[src/rtl/cdb_arb_pkg.sv]
// cdb_arb_pkg: shared CDB payload type and ROB/PRF/arch register index widths
package cdb_arb_pkg;
  localparam int ROB_W = 6;
  localparam int PRF_W = 7;
  localparam int ARCH_W = 5;
  localparam int XLEN = 32;
  typedef struct packed {
    logic [ROB_W-1:0]  rob_id;
    logic [PRF_W-1:0]  rd_phy;
    logic [ARCH_W-1:0] rd_arch;
    logic [XLEN-1:0]   rd_value;
  } cdb_entry_t;
endpackage

[src/rtl/rr_picker.sv]
// rr_picker: single-grant picker returning the first set req bit at or after start (wrapping); ports req/start in, found/idx out
module rr_picker #(
  parameter int N = 4,
  parameter int IW = N > 1 ? $clog2(N) : 1
) (
  input  logic [N-1:0]  req,
  input  logic [IW-1:0] start,
  output logic          found,
  output logic [IW-1:0] idx
);
  always_comb begin
    found = 1'b0;
    idx = '0;
    for (int i = N - 1; i >= 0; i--)
      if (req[(int'(start) + i) % N]) begin
        found = 1'b1;
        idx = IW'((int'(start) + i) % N);
      end
  end
endmodule

[src/rtl/cdb_arb.sv]
// cdb_arb: CDB arbiter, priority requester on port 0 then round-robin fill; ports clk/rst/flush, req_valid/req_entry in, req_ready out, registered cdb_valid/cdb_entry out
module cdb_arb
  import cdb_arb_pkg::*;
#(
  parameter int NUM_REQ = 4,
  parameter int CDB_PORTS = 2,
  parameter int PRIO_REQ = 1
) (
  input  logic                          clk,
  input  logic                          rst,
  input  logic                          flush,
  input  logic [NUM_REQ-1:0]            req_valid,
  output logic [NUM_REQ-1:0]            req_ready,
  input  cdb_entry_t [NUM_REQ-1:0]      req_entry,
  output logic [CDB_PORTS-1:0]          cdb_valid,
  output cdb_entry_t [CDB_PORTS-1:0]    cdb_entry
);
  localparam int IW = NUM_REQ > 1 ? $clog2(NUM_REQ) : 1;
  logic [IW-1:0] rr_ptr, rr_nxt;
  logic [CDB_PORTS:0][NUM_REQ-1:0] avail;
  logic [CDB_PORTS-1:0] pick_v;
  logic [CDB_PORTS-1:0][IW-1:0] pick_idx;
  assign avail[0] = (rst || flush) ? '0 : req_valid;
  assign req_ready = avail[0] & ~avail[CDB_PORTS];
  genvar k;
  for (k = 0; k < CDB_PORTS; k++) begin : g_port
    // port 0 starts at the priority requester when it is valid, so it wins port 0
    rr_picker #(.N(NUM_REQ), .IW(IW)) u_pick (
      .req  (avail[k]),
      .start((k == 0 && avail[0][PRIO_REQ]) ? IW'(PRIO_REQ) : rr_ptr),
      .found(pick_v[k]),
      .idx  (pick_idx[k])
    );
    assign avail[k+1] = avail[k] & ~(NUM_REQ'(pick_v[k]) << pick_idx[k]);
  end
  always_comb begin
    rr_nxt = rr_ptr;
    for (int p = 0; p < CDB_PORTS; p++)
      if (pick_v[p] && pick_idx[p] != IW'(PRIO_REQ))
        rr_nxt = IW'((int'(pick_idx[p]) + 1) % NUM_REQ);
  end
  always_ff @(posedge clk) begin
    if (rst) begin
      cdb_valid <= '0;
      cdb_entry <= '0;
      rr_ptr <= '0;
    end else begin
      cdb_valid <= pick_v;
      rr_ptr <= rr_nxt;
      for (int p = 0; p < CDB_PORTS; p++)
        cdb_entry[p] <= pick_v[p] ? req_entry[pick_idx[p]] : '0;
    end
  end
endmodule

[config.mk]
export PLATFORM = sky130hd
export DESIGN_NAME = cdb_arb
export DESIGN_NICKNAME = d
export VERILOG_FILES = /design/src/rtl/cdb_arb_pkg.sv /design/src/rtl/rr_picker.sv /design/src/rtl/cdb_arb.sv
export SDC_FILE = /design/constraint.sdc
export NUM_CORES = 1
export LEC_CHECK = 0
export ABC_AREA = 1
export BUFFER_PORTS_ARGS = -buffer_cell sky130_fd_sc_hd__buf_2
export CAP_MARGIN = 20
export CORE_AREA = 2 2 122 124
export CTS_CLUSTER_DIAMETER = 100
export DETAILED_ROUTE_END_ITERATION = 8
export DIE_AREA = 0 0 124 126
export PLACE_DENSITY_LB_ADDON = 0.1
export REMOVE_ABC_BUFFERS = 1
export SYNTH_ARGS = -nofsm -noshare
export SYNTH_HDL_FRONTEND = slang
export SYNTH_SLANG_ARGS = --single-unit
[constraint.sdc]
create_clock -name clk -period 3.2 [get_ports clk]
set_input_delay 0.48 -clock clk [delete_from_list [all_inputs] [get_ports clk]]
set_output_delay 0.48 -clock clk [all_outputs]
set_load 0.05 [all_outputs]
==> summary.txt <==
Status
  – Outcome: finished clean

GRT
  – First-pass GRT wire length: approximately 34 mm
  – Vias in the first global route: slightly below 7000
  – Initial antenna violation count: 4
  – Largest net degree at the start of global routing: 74
  – GRT Total Usage: 0.275
  – Total grt overflow: 0

Finish
  – Area Overhead vs Synth: 40.0%
  – Number of fill cells in the layout: approximately 1500
  – Share of layout cells above drive strength 1: 0.345
  – Finished Layout Cells: roughly 1400
  – Design Area, Final: about 0.0085 mm²
  – Final core utilization: 0.592
  – Nets: about 1400

Clocking
  – CTS sink cnt: around 100
  – CTS Buf Count: 9
  – Reg clk slew, reported paths: ~0.070 ns
  – # hold bufs at CTS: 0
  – Clk Latency, worst-skew pair: between 0.3 and 0.4 ns
  – CTS tree: done
  – H-tree Lvls: 3
  – CTS Buffer Depth: 2
  – Root Driver: clkbuf_16

Yosys
  – Area leader, netlist: dfxtp_1
  – Ys Warns: 0
  – Mapped Area: 0.00606 mm²
  – Top FF cell, synth: dfxtp_1
  – Sequential fraction of the synthesis area: 0.344
  – Top-area cell type share of the netlist area: 0.344
  – Mapped Cells: 943
  – Seq cells post-synth: 104
  – Post-synth top cells: 245 x nand2_1, 164 x inv_1, 121 x nand3_1
  – Most frequent cell after synthesis: nand2_1
  – Mapped Avg Cell Area: 6.42 µm²
  – Synth area leaders: dfxtp_1 34%, nand2_1 15%, inv_1 10%
  – Netlist cell types: 24
  – Post-synth EDFFs: 0
  – Ys async rst share: 0

Place
  – HPWL Detailed: 15.1 mm
  – Inst Count DP: 1403
  – Port bufs: roughly 310
  – GPL Wtd Cong: around 0.86
  – Post-DP Area: roughly 0.0078 mm²

Power and ir drop
  – P_leak: 0.00485 µW
  – Overall Power: between 9000 and 10000 µW
  – Worst IR Drop VDD: ~0.00054 V
  – PwrDens: between 1000 and 1500 mW/mm²

Drt
  – 1st-iter DRT viols: approximately 520
  – DRC errors left: 0
  – WL per Instance: approximately 16 µm
  – Via-to-Cell Ratio: 5.14
  – Routed Antenna Nets: 0
  – Via count: around 7400
  – Final WL: approximately 22 mm
  – DR pass1 iterations: 5

Timing
  – Setup violators final: 0
  – Setup TNS: 0 ns
  – Minimum clock period: around 3.2 ns
  – Unrepaired setup endpoints after global routing: yes
  – Slew Limit Fails: 0
  – Worst Skew: 0.00647 ns
  – Highest clock rate: 0.317 GHz
  – Rel. slew slack: 0.507
  – Worst-Margin Slew: around 0.74 ns
  – Final Hold Viols: 0
  – Final period util: 0.987

Critical path
  – Cell depth of the worst setup path: 19
  – Crit path max fanout: 6
  – Startpoint types: input pin
  – WS Path Type: in2out
  – Setup crit end kind: primary output
  – WP data required: 2.72 ns
  – Worst stage delay on the critical path: around 0.23 ns
  – Most used cell, CP: nand2_4
  – CP arrival: 2.68 ns
  – Cell family with the largest share of critical-path delay: simple AND/OR/NAND/NOR gates
  – Reg2reg path depth: 14
  – Worst Path Buf+Inv: 3
  – CP Cell Sequence: buf_2 -> nor2_4 -> nand2_4 -> nand2_4 -> nand2_1 -> nand3_2 -> nand2_2 -> nand2_4 -> nand2_4 -> nand2_4 -> nand2_4 -> o21bai_1 -> nand2_1 -> nand3_2 -> o21ai_2 -> nor3_4 -> buf_4 -> o21ai_4 -> buf_6
  – Critical-path top delay cell: nor3_4

Floorplanning
  – Die Span Y: ~130 µm
  – Chip width: roughly 120 µm
  – Io pins: ~310
  – Row count: between 40 and 50
  – Area of the core: around 0.014 mm²
  – Initial Utilization: 0.423
  – Area of the die: 0.0156 mm²

Min path
  – Hold Crit Depth: 3
  – Hold Path Class: in2reg

Run
  – Max-cap viol count: 0
==> cells in the final DEF, fill, tap and decap left out, types with 5 or more instances in the layout <==
master,instances
buf_2,309
nand2_1,229
inv_1,163
nand3_1,111
dfxtp_1,102
a21oi_1,101
o211ai_1,51
a22oi_1,50
buf_4,41
nand2_2,12
nand2_4,11
clkbuf_16,9
nand3_2,7
inv_2,6
nand4_1,5
==> where the power goes <==
part | switching, µW | internal, µW | total (µW)
Combinational | 4700 | 1830 | 6540
Sequential | 119 | 1800 | 1920
Clock | 522 | 696 | 1220
Total | 5340 | 4330 | 9670
==> timing repair <==
item | in CTS | in global routing
pin swaps | 3 | 23
setup endpoints to repair | 3 | 28
cloned | 0 | 0
resized for setup | 16 | 47
buffers inserted | 2 | 9
==> kinds of logic after synthesis <==
logic type,share of synthesized area
DFF,0.344
buffers and inverters,0.159
and+or+nand+nor,0.278
AOI/OAI and AO/OA,0.219
==> metal layers <==
layer | global-route usage | vias to the layer above | part of all wire
met5 | 0 | - | 0.00067
met4 | 0.108 | 2 | 0.029
met3 | 0.0607 | 49 | 0.072
met2 | 0.490 | 272 | 0.51
met1 | 0.314 | 3388 | 0.39
li1 | - | 3651 | -
==> worst register-to-register path: stages (launching register included) <==
cell	delay [ns]
dfxtp_4	0.37
o211ai_1	0.24
nand2_1	0.14
a21oi_2	0.21
nand2_4	0.09
nand2_4	0.07
nand2_4	0.05
nand2_4	0.09
buf_4	0.12
buf_4	0.54
nand2_1	0.16
inv_2	0.12
buf_4	0.33
a22oi_1	0.12
a21oi_1	0.16
==> through the flow <==
step	setup WS [ns]	hold slack (ns)
after floorplan	-3.57	0.629
after global placement	-0.00247	0.768
after detailed placement	-0.0285	0.772
after CTS	0.0219	0.396
after global routing	-0.104	0.412
final	0.0418	0.404
==> flip-flops by register name (all words and copies together), names as in the netlist <==
register	cells
rr_ptr	2
cdb_valid	2
cdb_entry	100
==> final cells by class <==
type / count / area [µm²] / area share
antenna: 3 / 7.51 / 0.000886
clock buffer: 13 / 280 / 0.0331
clock inverter: 3 / 47.5 / 0.00561
inverter: 171 / 649 / 0.0766
multi-input combinational: 599 / 3230 / 0.381
sequential: 104 / 2090 / 0.246
tap: 184 / 230 / 0.0272
timing repair buffer: 356 / 1940 / 0.229
==> final timing paths <==
kind / end / from / slack (ns)
worst max-delay path: req_ready[0] / flush / 0.04
worst min-delay path: cdb_entry[29]$_SDFF_PP0_ / req_entry[79] / 0.40
worst max register to register: cdb_entry[47]$_SDFF_PP0_ / rr_ptr[0]$_SDFFE_PP0P_ / 0.31
worst min register to register: rr_ptr[1]$_SDFFE_PP0P_ / rr_ptr[1]$_SDFFE_PP0P_ / 0.78
(Power assumes the default switching activity.)
